### config.mk
export PLATFORM = sky130hd
export DESIGN_NAME = sha256_msg_padder
export DESIGN_NICKNAME = d
export VERILOG_FILES = /design/src/rtl/sha256_pkg.sv /design/src/rtl/sha256_block_buf.sv /design/src/rtl/sha256_msg_padder.sv
export SDC_FILE = /design/constraint.sdc
export NUM_CORES = 1
export LEC_CHECK = 0
export CAP_MARGIN = 20
export CORE_MARGIN = 5
export CORE_UTILIZATION = 30
export CTS_CLUSTER_DIAMETER = 60
export CTS_CLUSTER_SIZE = 40
export DETAILED_ROUTE_END_ITERATION = 8
export GPL_TIMING_DRIVEN = 0
export PLACE_DENSITY = 0.61
export SETUP_SLACK_MARGIN = 0.3
export SLEW_MARGIN = 20
export SYNTH_ARGS = -nofsm -noshare
export SYNTH_HDL_FRONTEND = slang
export SYNTH_SLANG_ARGS = --single-unit
export TNS_END_PERCENT = 20
### constraint.sdc
create_clock -name iClk -period 3.3 [get_ports iClk]
set_clock_uncertainty 0.15 [all_clocks]
set_input_delay 0.33 -clock iClk [delete_from_list [all_inputs] [get_ports iClk]]
set_output_delay 0.33 -clock iClk [all_outputs]
set_load 0.01 [all_outputs]
### src/rtl/sha256_pkg.sv
// Shared types and constants for the SHA-256 message padder.
package sha256_pkg;

  localparam int unsigned BLOCK_W         = 512;
  localparam int unsigned WORDS_PER_BLOCK = 16;
  localparam logic [7:0]  PAD_BYTE        = 8'h80;
  localparam int unsigned LEN_FIELD_WORDS = 2;

  typedef enum logic [2:0] {
    StIdle,
    StFill,
    StPad,
    StHold,
    StDone
  } pad_state_e;

  // Blocks needed for a message of len bytes: data + 0x80 + 8-byte length field.
  function automatic logic [31:0] calc_num_blocks(input logic [63:0] len);
    logic [63:0] n;
    n = ((len + 64'd8) >> 6) + 64'd1;
    return n[31:0];
  endfunction

endpackage

### src/rtl/sha256_block_buf.sv
// 16x32 word-addressed block buffer with synchronous clear and a flattened
// 512-bit read port (word0 in the most significant bits).
module sha256_block_buf
  import sha256_pkg::*;
(
  input  logic               iClk,
  input  logic               iClear,
  input  logic               iWrEn,
  input  logic [3:0]         iWrAddr,
  input  logic [31:0]        iWrData,
  output logic [BLOCK_W-1:0] oBlock
);

  logic [31:0] mem_q [WORDS_PER_BLOCK];

  always_ff @(posedge iClk) begin
    if (iClear) begin
      for (int unsigned i = 0; i < WORDS_PER_BLOCK; i++) begin
        mem_q[i] <= '0;
      end
    end else if (iWrEn) begin
      mem_q[iWrAddr] <= iWrData;
    end
  end

  always_comb begin
    oBlock = '0;
    for (int unsigned i = 0; i < WORDS_PER_BLOCK; i++) begin
      oBlock[BLOCK_W-1-32*i -: 32] = mem_q[i];
    end
  end

endmodule

### src/rtl/sha256_msg_padder.sv
// FIPS 180-4 message padder feeding 512-bit blocks to the SHA-256 core.
// Define SHA256_PAD_DBUF_EN for a ping-pong buffer that fills during HOLD.
module sha256_msg_padder
  import sha256_pkg::*;
#(
  parameter int unsigned LEN_W = 32
) (
  input  logic               iClk,
  input  logic               iReset,
  input  logic               iEnable,
  input  logic               iStart,
  input  logic [LEN_W-1:0]   iMsgLen,
  input  logic [31:0]        iWord,
  input  logic               iWordValid,
  output logic               oWordReady,
  output logic [BLOCK_W-1:0] oMessage,
  output logic               oDataValid,
  input  logic               iReadBlock,
  output logic [31:0]        oNumberBlock,
  output logic               oBusy
);

  pad_state_e       state_q;
  logic [4:0]       wi_q;
  logic [LEN_W-1:0] len_q, rem_q, rem_next;
  logic             term_q, lenw_q, valid_q, busy_q;
  logic [31:0]      num_blocks_q;
  logic             soft_clr, accept, last_word;
  logic             wr_en, wr_term, wr_lenw;
  logic [31:0]      wr_data, len_hi, len_lo;

`ifdef SHA256_PAD_DBUF_EN
  logic             wr_sel_q, front_q, back_full_q;
`endif

  assign soft_clr  = iReset | ~iEnable;
  assign accept    = (state_q == StFill) && (rem_q != '0) && iWordValid;
  assign last_word = (wi_q == 5'd15);
  assign rem_next  = (rem_q[LEN_W-1:2] != '0) ? rem_q - LEN_W'(4) : '0;
  assign len_hi    = 32'(len_q >> (LEN_W - 3));
  assign len_lo    = 32'({len_q, 3'b000});

  // Word written into the block this cycle, from the stream or from padding.
  always_comb begin
    wr_en   = 1'b0;
    wr_term = 1'b0;
    wr_lenw = 1'b0;
    wr_data = '0;
    if (accept) begin
      wr_en = 1'b1;
      if (rem_q[LEN_W-1:2] != '0) begin
        wr_data = iWord;
      end else begin
        wr_term = 1'b1;
        case (rem_q[1:0])
          2'd1:    wr_data = {iWord[31:24], PAD_BYTE, 16'h0000};
          2'd2:    wr_data = {iWord[31:16], PAD_BYTE, 8'h00};
          default: wr_data = {iWord[31:8], PAD_BYTE};
        endcase
      end
    end else if (state_q == StPad) begin
      wr_en = 1'b1;
      if (!term_q) begin
        wr_data = {PAD_BYTE, 24'h000000};
        wr_term = 1'b1;
      end else if (wi_q == 5'd14) begin
        wr_data = len_hi;
        wr_lenw = 1'b1;
      end else if (last_word && lenw_q) begin
        wr_data = len_lo;
      end
    end
  end

  always_ff @(posedge iClk) begin
    if (soft_clr) begin
      state_q      <= StIdle;
      wi_q         <= '0;
      len_q        <= '0;
      rem_q        <= '0;
      term_q       <= 1'b0;
      lenw_q       <= 1'b0;
      valid_q      <= 1'b0;
      busy_q       <= 1'b0;
      num_blocks_q <= '0;
`ifdef SHA256_PAD_DBUF_EN
      wr_sel_q     <= 1'b1;
      front_q      <= 1'b0;
      back_full_q  <= 1'b0;
`endif
    end else begin
`ifdef SHA256_PAD_DBUF_EN
      if (valid_q && iReadBlock) valid_q <= 1'b0;
`endif
      unique case (state_q)
        StIdle: begin
          if (iStart) begin
            len_q        <= iMsgLen;
            rem_q        <= iMsgLen;
            num_blocks_q <= calc_num_blocks(64'(iMsgLen));
            wi_q         <= '0;
            term_q       <= 1'b0;
            lenw_q       <= 1'b0;
            busy_q       <= 1'b1;
            state_q      <= (iMsgLen == '0) ? StPad : StFill;
          end
        end
        StFill, StPad: begin
          if (wr_en) begin
            wi_q <= wi_q + 5'd1;
            if (wr_term) term_q <= 1'b1;
            if (wr_lenw) lenw_q <= 1'b1;
            if (accept) rem_q <= rem_next;
            if (last_word) begin
`ifdef SHA256_PAD_DBUF_EN
              // Front free (or being read now): completed block swaps in at once.
              if (!valid_q || iReadBlock) begin
                front_q  <= wr_sel_q;
                wr_sel_q <= ~wr_sel_q;
                valid_q  <= 1'b1;
                wi_q     <= '0;
                if (lenw_q) state_q <= StHold;
                else if (accept ? (rem_next != '0) : (rem_q != '0)) state_q <= StFill;
                else state_q <= StPad;
              end else begin
                state_q     <= StHold;
                back_full_q <= 1'b1;
              end
`else
              state_q <= StHold;
              valid_q <= 1'b1;
`endif
            end else if (accept && (rem_next == '0)) begin
              state_q <= StPad;
            end
          end
        end
        StHold: begin
          if (iReadBlock) begin
            wi_q <= '0;
`ifdef SHA256_PAD_DBUF_EN
            if (back_full_q) begin
              front_q     <= wr_sel_q;
              wr_sel_q    <= ~wr_sel_q;
              valid_q     <= 1'b1;
              back_full_q <= 1'b0;
              if (lenw_q) state_q <= StHold;
              else state_q <= (rem_q != '0) ? StFill : StPad;
            end else begin
              state_q <= StDone;
              busy_q  <= 1'b0;
            end
`else
            valid_q <= 1'b0;
            if (lenw_q) begin
              state_q <= StDone;
              busy_q  <= 1'b0;
            end else begin
              state_q <= (rem_q != '0) ? StFill : StPad;
            end
`endif
          end
        end
        StDone:  state_q <= StIdle;
        default: state_q <= StIdle;
      endcase
    end
  end

  assign oWordReady   = (state_q == StFill) && (rem_q != '0);
  assign oDataValid   = valid_q;
  assign oBusy        = busy_q;
  assign oNumberBlock = num_blocks_q;

`ifdef SHA256_PAD_DBUF_EN
  logic [BLOCK_W-1:0] blk0, blk1;

  sha256_block_buf u_buf0 (
    .iClk    (iClk),
    .iClear  (soft_clr | (valid_q & iReadBlock & ~front_q)),
    .iWrEn   (wr_en & ~wr_sel_q),
    .iWrAddr (wi_q[3:0]),
    .iWrData (wr_data),
    .oBlock  (blk0)
  );

  sha256_block_buf u_buf1 (
    .iClk    (iClk),
    .iClear  (soft_clr | (valid_q & iReadBlock & front_q)),
    .iWrEn   (wr_en & wr_sel_q),
    .iWrAddr (wi_q[3:0]),
    .iWrData (wr_data),
    .oBlock  (blk1)
  );

  assign oMessage = front_q ? blk1 : blk0;
`else
  sha256_block_buf u_buf (
    .iClk    (iClk),
    .iClear  (soft_clr | ((state_q == StHold) & iReadBlock)),
    .iWrEn   (wr_en),
    .iWrAddr (wi_q[3:0]),
    .iWrData (wr_data),
    .oBlock  (oMessage)
  );
`endif

endmodule

# ---- Yosys cells after proc, flatten, opt, wreduce, memory -nomap -nowiden
# Memories as Yosys holds them, arrays and structs flattened.
# Cells that the tools add are included.
dict set report classes {
  addsub 4
  n_mul 0
  div_mod_pow 0
  n_lt_le_gt_ge 0
  n_eq_ne 16
  shifts 0
  n_mux 58
  n_bitwise 4
  n_reduce_logical 23
}
# operator count
set ops {}
lappend ops {{32-bit two-way mux} 10}
lappend ops {{32-bit logical NOT} 2}
lappend ops {{32-bit one-hot mux with 2 select lines} 1}
lappend ops {{24-bit one-hot mux with 2 select lines} 1}
lappend ops {{32-bit by 4-bit adder with 33-bit output, second input constant} 1}
lappend ops {{32-bit nonzero test} 1}
lappend ops {{32-bit OR reduction} 1}
lappend ops {{32-bit by 3-bit subtractor with 32-bit output, second input constant} 1}
lappend ops {{30-bit nonzero test} 1}
lappend ops {{27-bit by 1-bit adder with 28-bit output, second input constant} 1}
lappend ops {{4-bit AND reduction} 7}
lappend ops {{1-bit two-way mux} 27}
lappend ops {{24-bit two-way mux} 1}
lappend ops {{3-bit two-way mux} 6}
lappend ops {{5-bit two-way mux} 3}
lappend ops {{5-bit one-hot mux with 3 select lines} 1}
lappend ops {{2-bit inequality test, second input constant} 7}
lappend ops {{5-bit by 4-bit equality test with 1-bit output, second input constant} 2}
lappend ops {{3-bit one-hot mux with 3 select lines} 1}
lappend ops {{1-bit one-hot mux with 2 select lines} 4}
lappend ops {{3-bit by 2-bit equality test with 1-bit output, second input constant} 2}
lappend ops {{2-bit nonzero test} 3}
lappend ops {{5-bit by 1-bit adder with 5-bit output, second input constant} 1}
lappend ops {{1-bit logical AND} 4}
lappend ops {{14 further kinds} 16}
dict set report totals {
  register_bits 108
  latch_bits 0
  ramBits 512
  mem_bits_ro 0
  out_inout_bits 547
  n_memories 1
}
# name depth width rd rd_ports_with_merged_regs wr line
set memory_table {}
lappend memory_table {u_buf.mem_q 16 32 16 0 16 sha256_block_buf.sv:14} ;# logic [31:0] mem_q [WORDS_PER_BLOCK];

# ---- Logic depth before layout (Yosys ltp)
# Gate-level depths: netlist of run 1.
dict set report depth {
  word_depth 9
  mapped_depth 12
  depth_no_buf 10
}

# ---- By module
# From an unflattened synthesis of run 1, not the netlist that was laid out.
dict set report unflattened {
  cells_unflattened 2100
  hier_area_um2 25368.1
}
# mod instances cells_each area_per_inst_um2 seq_area_each_um2
set modules_own_cells {}
lappend modules_own_cells {sha256_block_buf 1 1232 18860.6 15374.7}
lappend modules_own_cells {sha256_msg_padder 1 868 6507.5 2082.0}

# ---- Worst setup path after synthesis of run 1
# OpenSTA, ideal clock, no wires.
dict set report synth_timing {
  kind {register -> register}
  startpoint {reg rem_q[27]}
  endpoint {mem u_buf.mem_q[0][0] (enable)}
  setup_time_ns 0.479
  arrival_ns 2.856
  required_ns 2.671
  slack_ns -0.185
  stages_incl_launch_ff 12
  cell_sequence {dfxtp_1 > or4_1 > nor3b_1 > and4bb_1 > buf_4 > nand2_1 > nand4b_1 > a21oi_1 > clkbuf_1 > nand4_1 > buf_2 > nand2_1}
}
# element line
set synth_rtl {}
lappend synth_rtl {{from (decl)} sha256_msg_padder.sv:25} ;# logic [LEN_W-1:0] len_q, rem_q, rem_next;
lappend synth_rtl {{from (signal assigned)} sha256_msg_padder.sv:99} ;# rem_q <= iMsgLen;
lappend synth_rtl {{from (signal assigned)} sha256_msg_padder.sv:113} ;# if (accept) rem_q <= rem_next;
lappend synth_rtl {{to (decl)} sha256_block_buf.sv:14}

==> reports/results.tsv, run 1 <==
stage	metric	value	unit
cts	clock tree from TritonCTS	built	
critical_path	maximum single-stage delay on the critical path	0.56	ns
timing	worst setup margin	0.186	ns
global_routing	number of antenna violations at the first check in global routing	8	
global_routing	met2 layer usage reported by global route	0.402	
power	leakage power figure	0.0130	µW
cts	Reg clk slew, reported paths	0.08	ns
yosys	register bit total from synthesis	616	
layout	most frequent cells in the layout	clkdlybuf4s50_1 (606), nor2_1 (550), edfxtp_1 (512), nand2_1 (130), buf_4 (121)	
layout	share of layout cells above drive strength 1	0.183	
cts	worst skew pair latency	0.61	ns
yosys	sequential fraction of the synthesis area	0.727	
power	maximum resistive drop on vdd	450	µV
floorplan	Starting Density	0.303	
floorplan	Die Area	85800	µm²
yosys	Primary FF master, synth	edfxtp_1	
min_path	Min-Delay Startpoint	iMsgLen[9]	
timing	period utilisation layout	0.944	
min_path	endpoint of the worst hold path	len_q[9]$_SDFFE_PP0P_	
global_routing	met1 track demand over resource	0.273	
layout	fill cell count	7061	
run	count of maximum capacitance violations	0	
drt	routed vias/inst	5.10	
drt	number of DRC violations after detailed routing	0	
critical_path	Worst path slowest cell	or4_4	
yosys	share of flip-flops with an asynchronous set or reset	0	
critical_path	series of cell instances along the critical path	or4_4, nor3b_4, and4bb_1, buf_6, a2111o_2, buf_12, a31oi_4, a22oi_2, clkbuf_4, nor2_1	
drt	number of nets with antenna violations after routing	0	
layout	final net count	2879	
cts	cell at the root of the clock tree	clkbuf_16	
critical_path	Setup crit start kind	flop	
floorplan	die span in y	293	µm
global_routing	met3 demand-to-capacity share in global routing	0.0590	
yosys	post-synthesis cell type with the largest combined area	edfxtp_1	
drt	overall via count from detail_route	19900	
min_path	worst hold path stage count	3	
drt	initial detailed-routing violation count	1923	
timing	final-report hold violation count	0	
timing	sum of negative setup slack	0	ns
floorplan	DIE WIDTH	293	µm
drt	Routed Wire Length	106000	µm
placement	routability cong.	0.906	
cts	deepest level of the CTS H-tree	2	
global_routing	busiest layer in global routing	met2	
cts	sink count of the clock tree	616	
global_routing	total gr overflow	0	
layout	commonest non-fill, non-tap cell in the layout	clkdlybuf4s50_1	
placement	setup slack after placement	-1.44	ns
placement	total of buffers placed on input and output ports	607	
placement	HPWL after detailed placement	70800	µm
outcome	outcome	completed	
timing	post-layout min period	3.11	ns
critical_path	kind of critical path	reg2reg	
yosys	cell count after synthesis	1953	
timing	Setup violations, final	0	
critical_path	arrival time at the worst endpoint	3.32	ns
floorplan	io pins	617	
timing	setup repair after global routing missed its margin	true	
critical_path	CP max FO	10	
critical_path	end of the worst register-to-register path	u_buf.mem_q[10][19]$_SDFFCE_PN0P_	
global_routing	first-pass GRT wire length	141000	µm
timing	actual slew at the worst max-slew pin	0.868	ns
drt	final routed wire length divided by cell count	27.1	µm
critical_path	cell family contributing the most delay on the critical path	simple AND/OR/NAND/NOR gates	
min_path	Hold WC Path Type	in2reg	
yosys	main area contributors after synthesis	edfxtp_1 (64%), nor2_1 (9.1%), dfxtp_1 (8.7%), nand2_1 (2.3%), a21oi_1 (1.8%)	
critical_path	Register-to-Register Setup Slack	0.19	ns
critical_path	Req. time, crit path	3.51	ns
critical_path	worst path buffer plus inverter count	3	
timing	highest clock frequency the design can meet	321	MHz
critical_path	category of the worst setup path capture point	flop	
yosys	number of enable-type register cells in the synthesized netlist	512	
layout	synthesis-to-layout area growth	54.0	%
critical_path	number of cells on the worst reg-to-reg path	10	
critical_path	FF-to-FF Start	rem_q[30]$_SDFFE_PP0P_	
global_routing	largest net degree at the start of global routing	33	
yosys	post-synth top area share	0.640	
global_routing	number of global-route vias before repair	19100	
timing	number of max-slew violations in the final report	0	
global_routing	Overall Global Routing Usage	0.227	
drt	First-pass DRT Iterations	5	
floorplan	core region area	79100	µm²
floorplan	number of core rows	103	
cts	number of buffers inserted during clock tree synthesis	50	
yosys	Synthesis Warnings	0	
cts	buffer levels on the longest clock path	3	
yosys	count of unique library cells instantiated by Yosys	68	
yosys	summed instance area of the synthesized netlist	24000	µm²
power	PwrDens	485	nW/µm²
timing	Rel. slew slack	0.421	
yosys	Avg Inst Size Synth	12.3	µm²
-- power breakdown --
group          internal, µW  total [µW]  switching (µW)
combinational           910        2140            1230
clock                  3430        6940            3510
sequential             8700        8850             152
-- tightest hold or removal path, stage by stage --
cell	delay [ns]
clkbuf_1	0.26
nand2_1	0.14
a21oi_1	0.06
-- synthesized netlist by cell type, types with 8 or more instances --
| cell type | number |
|---|---|
| a22oi_2 | 17 |
| nand2b_1 | 9 |
| ha_1 | 11 |
| a211oi_1 | 19 |
| a22oi_1 | 22 |
| or3_1 | 10 |
| xor2_1 | 19 |
| edfxtp_1 | 512 |
| buf_2 | 73 |
| nand4_1 | 36 |
| a21oi_1 | 84 |
| nor2_1 | 581 |
| o31ai_1 | 8 |
| inv_1 | 19 |
| xnor2_1 | 17 |
| dfxtp_1 | 104 |
| nand2_1 | 147 |
| clkbuf_1 | 66 |
| and3_1 | 9 |
| nor3_1 | 32 |
| nor4_1 | 14 |
| nand3_1 | 16 |
| o21ai_0 | 29 |
-- per-stage QoR --
stage	total power (µW)	hold slack [ns]	area, µm²	std cells	util
2_1_floorplan	9740	0.282	24100	1956	-
3_3_place_gp	10900	0.295	31500	3613	0.398
3_5_place_dp	10900	0.294	31500	3615	0.399
4_1_cts	17900	0.0156	35700	3834	0.451
5_1_grt	18500	0.0447	37000	3890	0.467
6_report	17900	0.0883	37000	3893	0.467
-- cells by family after synthesis --
kind of cell / after synthesis / share of synthesized area
adder cells (fa/ha/maj): 12 / 0.00615
XOR/XNOR: 36 / 0.0131
AO/OA/AOI/OAI: 230 / 0.0664
other: 1 / 0.000156
buffers and inverters: 167 / 0.0308
multiplexers: 2 / 0.000886
flip-flops: 616 / 0.727
AND/OR/NAND/NOR: 889 / 0.155
-- metal layers --
metal,wire length [µm],up-vias
li1,-,8651
met1,37900,9725
met2,53500,1287
met3,10400,188
met4,3700,6
met5,41,-
-- registers in the layout, summed over array words and instances, names as in the netlist --
register / cells
len_q: 32
lenw_q: 1
oBusy: 1
oDataValid: 1
oNumberBlock: 28
rem_q: 32
state_q: 3
term_q: 1
u_buf.mem_q: 512
wi_q: 5
-- layout make-up --
cell class	count	area, µm²	area share
inverter	19	73.8	0.00200
clock buffer	54	1330	0.0360
multi-input combinational	1203	7100	0.192
sequential	616	17500	0.473
buffer	148	1340	0.0362
timing repair buffer	760	7700	0.208
clock inverter	40	644	0.0174
tap	1050	1310	0.0355
antenna	3	7.51	0.000203
-- what timing repair did --
action / 4_1_cts / 5_1_grt
hold buffers: 0 / 0
pin swaps: 50 / 26
resized for setup: 257 / 185
setup endpoints to repair: 1064 / 1062
gates cloned: 23 / 18
buffers inserted: 102 / 38
-- how the worst max path moves through the flow --
| stage | start | endpoint | slack [ns] | cells after the start |
|---|---|---|---|---|
| detailed placement | rem_q[2]$_SDFFE_PP0P_ | u_buf.mem_q[14][11]$_SDFFCE_PN0P_ | -1.44 | 12 |
| global placement | iReset | u_buf.mem_q[15][13]$_SDFFCE_PN0P_ | -1.68 | 8 |
| global route | rem_q[30]$_SDFFE_PP0P_ | u_buf.mem_q[13][9]$_SDFFCE_PN0P_ | 0.13 | 12 |
| CTS | rem_q[2]$_SDFFE_PP0P_ | u_buf.mem_q[10][15]$_SDFFCE_PN0P_ | 0.22 | 12 |
| floorplan | rem_q[27]$_SDFFE_PP0P_ | u_buf.mem_q[14][0]$_SDFFCE_PN0P_ | 0.14 | 11 |
| finish | rem_q[30]$_SDFFE_PP0P_ | u_buf.mem_q[10][19]$_SDFFCE_PN0P_ | 0.19 | 10 |
No activity file was read; power rests on OpenSTA's default activity.
==> inputs of run 2 (changes only) <==
Settings changed: SETUP_SLACK_MARGIN 0.3 to 0.1.
==> run 2 against run 1 <==
Die area unchanged. Fmax down 2.0%. Largest power group unchanged. Count of clock-buffer cells in the layout down 4. Critical path type unchanged. Combinational power about the same.
==> reports/results.tsv, run 2 (synthesis gave the netlist of run 1 again) <==
stage	metric	value	unit	change
outcome	outcome	completed		
drt	First-pass DRT Iterations	5		unchanged
cts	number of buffers inserted during clock tree synthesis	49		-2.0%
placement	total of buffers placed on input and output ports	607		unchanged
critical_path	FF-to-FF Start	rem_q[27]$_SDFFE_PP0P_		
timing	sum of negative setup slack	0	ns	unchanged
floorplan	core region area	79100	µm²	unchanged
floorplan	number of core rows	103		unchanged
run	count of maximum capacitance violations	0		unchanged
floorplan	Starting Density	0.303		unchanged
layout	max reg flops	512		unchanged
timing	Rel. slew slack	0.405		-0.0163
critical_path	end of the worst register-to-register path	u_buf.mem_q[5][8]$_SDFFCE_PN0P_		
drt	number of nets with antenna violations after routing	0		unchanged
global_routing	number of global-route vias before repair	18800		-1.4%
global_routing	number of antenna violations at the first check in global routing	4		-4
floorplan	die span in y	293	µm	unchanged
critical_path	CP max FO	12		+2
cts	cell at the root of the clock tree	clkbuf_16		
placement	setup slack after placement	-1.66	ns	-0.218 ns
cts	buffer levels on the longest clock path	3		unchanged
power	PwrDens	486	nW/µm²	+0.29%
floorplan	DIE WIDTH	293	µm	unchanged
layout	non-filler cells, final	3857		-0.92%
critical_path	series of cell instances along the critical path	or4_4, nor3b_4, and4bb_1, buf_6, nand2_2, nand4b_1, a21oi_4, buf_6, nand4_1, buf_6, nand2_8, clkbuf_16		
timing	worst setup margin	0.121	ns	-0.0647 ns
critical_path	arrival time at the worst endpoint	3.41	ns	+0.09 ns
placement	count of placed standard cells including taps	3630		+0.41%
critical_path	category of the worst setup path capture point	flop		
critical_path	Register-to-Register Setup Slack	0.12	ns	-0.06 ns
critical_path	maximum single-stage delay on the critical path	0.56	ns	about the same
timing	actual slew at the worst max-slew pin	0.893	ns	+0.0244 ns
timing	final-report hold violation count	0		unchanged
critical_path	Worst path slowest cell	or4_4		
placement	routability cong.	0.908		+0.23%
critical_path	worst path buffer plus inverter count	4		+1
layout	synthesis-to-layout area growth	49.5	%	
min_path	endpoint of the worst hold path	len_q[13]$_SDFFE_PP0P_		
layout	commonest non-fill, non-tap cell in the layout	clkdlybuf4s50_1		
global_routing	first-pass GRT wire length	138000	µm	-2.5%
power	maximum resistive drop on vdd	430	µV	-4.6%
drt	number of DRC violations after detailed routing	0		unchanged
critical_path	Req. time, crit path	3.53	ns	+0.02 ns
timing	setup repair after global routing missed its margin	true		
cts	worst skew pair latency	0.61	ns	about the same
critical_path	kind of critical path	reg2reg		
floorplan	Die Area	85800	µm²	unchanged
layout	share of layout cells above drive strength 1	0.153		-0.0301
global_routing	total gr overflow	0		unchanged
cts	clock tree from TritonCTS	built		
drt	Routed Wire Length	102000	µm	-3.3%
critical_path	number of cells on the worst reg-to-reg path	12		+2
drt	final routed wire length divided by cell count	26.5	µm	-2.4%
placement	HPWL after detailed placement	72100	µm	+1.9%
critical_path	Setup crit start kind	flop		
layout	Most flops, register	u_buf.mem_q		
min_path	Min-Delay Startpoint	iMsgLen[13]		
timing	post-layout min period	3.18	ns	+0.0647 ns
cts	Reg clk slew, reported paths	0.10	ns	+0.02 ns
drt	initial detailed-routing violation count	1959		+1.9%
power	leakage power figure	0.0127	µW	-2.6%
timing	Setup violations, final	0		unchanged
drt	overall via count from detail_route	19300		-2.7%
layout	final net count	2847		-1.1%
timing	highest clock frequency the design can meet	315	MHz	-2.0%
critical_path	cell family contributing the most delay on the critical path	simple AND/OR/NAND/NOR gates		
cts	sink count of the clock tree	616		unchanged
layout	Layout Cell Area excl Fill	35900	µm²	-2.9%
timing	period utilisation layout	0.963		+0.0196
critical_path	critical path's most frequent cell	buf_6		
placement	placement-stage cell area	31800	µm²	+0.67%
layout	Largest regs	u_buf.mem_q: 512 flops, len_q: 32 flops, rem_q: 32 flops		
global_routing	Overall Global Routing Usage	0.220		-0.00780
cts	deepest level of the CTS H-tree	2		unchanged
drt	routed vias/inst	5.01		-1.8%
min_path	Hold WC Path Type	in2reg		
floorplan	io pins	617		unchanged
layout	most frequent cells in the layout	clkdlybuf4s50_1 (606), nor2_1 (579), edfxtp_1 (512), nand2_1 (130), buf_4 (119)		
min_path	worst hold path stage count	3		unchanged
timing	number of max-slew violations in the final report	0		unchanged
global_routing	largest net degree at the start of global routing	33		unchanged
-- run 2: per-layer routing --
| layer | global-route usage | part of all wire | up-vias | routed length, µm |
|---|---|---|---|---|
| li1 | - | - | 8538 | - |
| met3 | 0.0590 | 0.094 | 180 | 9590 |
| met4 | 0.0741 | 0.042 | 2 | 4260 |
| met5 | 0 | 0.00013 | - | 13 |
| met1 | 0.267 | 0.37 | 9549 | 37500 |
| met2 | 0.380 | 0.50 | 1052 | 50700 |
-- run 2: how the worst max path moves through the flow --
stage	startpoint	end	slack [ns]	cells after the start
CTS	rem_q[3]$_SDFFE_PP0P_	u_buf.mem_q[6][24]$_SDFFCE_PN0P_	0.02	13
global route	rem_q[27]$_SDFFE_PP0P_	u_buf.mem_q[5][6]$_SDFFCE_PN0P_	0.04	12
global placement	rem_q[2]$_SDFFE_PP0P_	u_buf.mem_q[12][7]$_SDFFCE_PN0P_	-2.35	12
floorplan	rem_q[27]$_SDFFE_PP0P_	u_buf.mem_q[4][0]$_SDFFCE_PN0P_	-0.18	11
detailed placement	rem_q[2]$_SDFFE_PP0P_	u_buf.mem_q[12][7]$_SDFFCE_PN0P_	-1.66	13
finish	rem_q[27]$_SDFFE_PP0P_	u_buf.mem_q[5][8]$_SDFFCE_PN0P_	0.12	12
-- run 2: repair_timing --
action	in CTS	in global routing
buffers inserted	69	41
setup endpoints to repair	1059	924
gates cloned	8	16
hold buffers	1	0
resized for setup	125	168
hold endpoints to repair	1	0
pin swaps	36	14
-- run 2: tightest hold or removal path: cells and delay by family --
family | cells | cell delay [ns]
AO/OA/AOI/OAI | 1 | 0.07
AND/OR/NAND/NOR | 1 | 0.15
buffers and inverters | 1 | 0.28
-- run 2: final cells by class --
cell class / instances / area (µm²)
flip-flops and latches: 616 / 17500
fillers: 7163 / 43200
repair buffers: 756 / 7870
inverters: 19 / 71.3
plain buffers: 148 / 1050
diodes: 3 / 7.51
clock inverters: 39 / 534
well taps: 1050 / 1310
clock buffers: 50 / 1230
multi-input cells: 1176 / 6360
-- run 2: report_power, final --
part / internal, µW / total (µW) / switching, µW
Combinational: 946 / 2140 / 1200
Sequential: 8700 / 8850 / 150
Clock: 3190 / 6460 / 3270
Total: 12800 / 17500 / 4620
-- run 2: metrics by stage --
step	total power, µW	hold slack, ns	utilization
floorplan	9740	0.282	-
global placement	10900	0.293	0.397
detailed placement	10900	0.297	0.401
CTS	17400	0.0759	0.439
global route	18000	0.0931	0.454
finish	17500	0.129	0.454
==> inputs of run 3 (changes only) <==
Settings changed: ABC_CLOCK_PERIOD_IN_PS from default to 3300, SLEW_MARGIN 20 to default.
==> run 3 against run 2 <==
Utilization shrank 0.75 points. Largest power group unchanged. Final cell count is 0.78% lower. Non-clock buffer count shrank 32. Critical path type unchanged. Routed wire length decreased by 1.2%.
==> reports/results.tsv, run 3 (synthesis gave the netlist of run 1 again) <==
stage	metric	value	unit	change
floorplan	io pins	617		unchanged
timing	Rel. slew slack	0.422		+0.0175
floorplan	number of core rows	103		unchanged
drt	Met1 Routed Length	38100	µm	+1.4%
drt	initial detailed-routing violation count	1876		-4.2%
critical_path	arrival time at the worst endpoint	3.39	ns	-0.02 ns
power	PwrDens	492	nW/µm²	+1.3%
critical_path	maximum single-stage delay on the critical path	0.57	ns	about the same
global_routing	total gr overflow	0		unchanged
global_routing	Overall Global Routing Usage	0.221		+0.00189
cts	number of buffers inserted during clock tree synthesis	48		-2.0%
placement	total of buffers placed on input and output ports	607		unchanged
global_routing	largest net degree at the start of global routing	33		unchanged
critical_path	series of cell instances along the critical path	or4_4, nor3b_4, and4bb_1, buf_6, a2111oi_2, buf_4, a22oi_2, buf_2, nor2_1		
global_routing	number of antenna violations at the first check in global routing	6		+2
layout	Largest regs	u_buf.mem_q: 512 flops, len_q: 32 flops, rem_q: 32 flops		
power	maximum resistive drop on vdd	365	µV	-15%
min_path	Hold WC Path Type	in2reg		
floorplan	core region area	79100	µm²	unchanged
timing	number of max-slew violations in the final report	0		unchanged
cts	clock tree from TritonCTS	built		
drt	First-pass DRT Iterations	5		unchanged
timing	period utilisation layout	0.970		+0.00719
drt	amount of wire on met3 after detailed routing	9090	µm	-5.2%
cts	worst skew pair latency	0.60	ns	about the same
outcome	outcome	completed		
critical_path	number of cells on the critical path	9		-3
global_routing	number of global-route vias before repair	18600		-0.92%
critical_path	category of the worst setup path capture point	flop		
layout	Layout Cell Area excl Fill	35300	µm²	-1.7%
floorplan	die span in y	293	µm	unchanged
critical_path	Setup crit start kind	flop		
critical_path	number of cells on the worst reg-to-reg path	9		-3
layout	share of layout cells above drive strength 1	0.143		-0.00988
placement	HPWL after detailed placement	71700	µm	-0.63%
timing	post-layout min period	3.20	ns	+0.0237 ns
layout	commonest non-fill, non-tap cell in the layout	clkdlybuf4s50_1		
cts	sink count of the clock tree	616		unchanged
power	post-layout power	17400	µW	-0.41%
placement	placement-stage cell area	31600	µm²	-0.50%
critical_path	CP max FO	10		-2
layout	synthesis-to-layout area growth	47.0	%	
critical_path	worst path buffer plus inverter count	3		-1
min_path	worst hold path stage count	3		unchanged
global_routing	first-pass GRT wire length	138000	µm	+0.58%
drt	overall via count from detail_route	19100		-1.2%
critical_path	Req. time, crit path	3.49	ns	-0.04 ns
placement	routability cong.	0.908		unchanged
drt	top routing layer used	met5		
timing	highest clock frequency the design can meet	312	MHz	-0.74%
floorplan	Die Area	85800	µm²	unchanged
drt	final routed wire length divided by cell count	26.3	µm	-0.48%
run	count of maximum capacitance violations	0		unchanged
cts	Reg clk slew, reported paths	0.08	ns	-0.02 ns
layout	max reg flops	512		unchanged
drt	Routed Wire Length	101000	µm	-1.2%
critical_path	Worst path slowest cell	or4_4		
layout	Most flops, register	u_buf.mem_q		
layout	most frequent cells in the layout	clkdlybuf4s50_1 (606), nor2_1 (579), edfxtp_1 (512), nand2_1 (130), buf_4 (109)		
critical_path	cell family contributing the most delay on the critical path	simple AND/OR/NAND/NOR gates		
cts	cell at the root of the clock tree	clkbuf_16		
timing	Setup violations, final	0		unchanged
power	leakage power figure	0.0123	µW	-2.6%
timing	actual slew at the worst max-slew pin	0.866	ns	-0.0262 ns
drt	number of DRC violations after detailed routing	0		unchanged
timing	final-report hold violation count	0		unchanged
cts	deepest level of the CTS H-tree	2		unchanged
timing	setup repair after global routing missed its margin	true		
cts	buffer levels on the longest clock path	3		unchanged
floorplan	Starting Density	0.303		unchanged
drt	number of nets with antenna violations after routing	0		unchanged
layout	final net count	2817		-1.1%
drt	routed wl met2	50200	µm	-0.88%
critical_path	kind of critical path	reg2reg		
floorplan	DIE WIDTH	293	µm	unchanged
drt	routed vias/inst	4.99		-0.43%
[run 3: cell types whose count changed in the layout (fill, tap and decap cells not counted), moves of 2 or more]
cell,previous run,this run
buf_4,119,109
clkbuf_16,62,52
buf_2,22,31
buf_6,40,33
buf_12,21,15
clkbuf_4,17,11
clkinv_8,9,4
buf_8,6,2
nand2_4,2,5
buf_16,8,6
clkbuf_2,9,11
inv_16,2,4
[run 3: layout make-up]
class	instances	area, µm²
clock inverters	39	517
repair buffers	725	7370
multi-input cells	1179	6400
inverters	19	71.3
diodes	3	7.51
fillers	7224	43800
well taps	1050	1310
flip-flops and latches	616	17500
plain buffers	147	945
clock buffers	49	1230
[run 3: report_power, final]
part	switching [µW]	internal, µW
combinational	1180	893
sequential	149	8700
clock	3220	3240
total	4550	12800
[run 3: per-layer routing]
| metal | vias up | GRT usage |
|---|---|---|
| met5 | - | 0 |
| met1 | 9496 | 0.271 |
| met4 | 4 | 0.0656 |
| met3 | 153 | 0.0587 |
| li1 | 8461 | - |
| met2 | 975 | 0.386 |
[run 3: through the flow]
stage | instances | util | hold WS (ns) | setup WS, ns | TNS [ns]
6_report | 3827 | 0.446 | 0.131 | 0.0975 | 0
5_1_grt | 3824 | 0.446 | 0.0931 | 0.0106 | 0
4_1_cts | 3792 | 0.439 | 0.0730 | 0.0548 | 0
3_5_place_dp | 3621 | 0.399 | 0.294 | -1.42 | -991.99
3_3_place_gp | 3613 | 0.397 | 0.293 | -2.35 | -1234.02
2_1_floorplan | 1956 | - | 0.282 | -0.185 | -67.40
[run 3: timing repair]
action / CTS / global route
pin swaps: 40 / 11
resized for setup: 148 / 90
endpoints found under the setup margin: 1059 / 943
gates cloned: 9 / 6
hold buffers: 1 / 0
endpoints found under the hold margin: 1 / 0
buffers inserted: 73 / 26
[run 3: path summary, 6_finish.rpt]
path                                      start                                 to  slack [ns]
setup / recovery         rem_q[27]$_SDFFE_PP0P_  u_buf.mem_q[10][24]$_SDFFCE_PN0P_         0.1
hold / removal                      iMsgLen[13]             len_q[13]$_SDFFE_PP0P_        0.13
hold reg to reg   oNumberBlock[26]$_SDFFE_PP0P_      oNumberBlock[26]$_SDFFE_PP0P_        0.31
setup reg to reg         rem_q[27]$_SDFFE_PP0P_  u_buf.mem_q[10][24]$_SDFFCE_PN0P_         0.1
[run 3: worst register-to-register path, cell delays in order (launching register included)]
cell,delay (ns)
dfxtp_2,0.36
or4_4,0.57
nor3b_4,0.20
and4bb_1,0.22
buf_6,0.14
a2111oi_2,0.10
buf_4,0.22
a22oi_2,0.51
buf_2,0.39
nor2_1,0.08
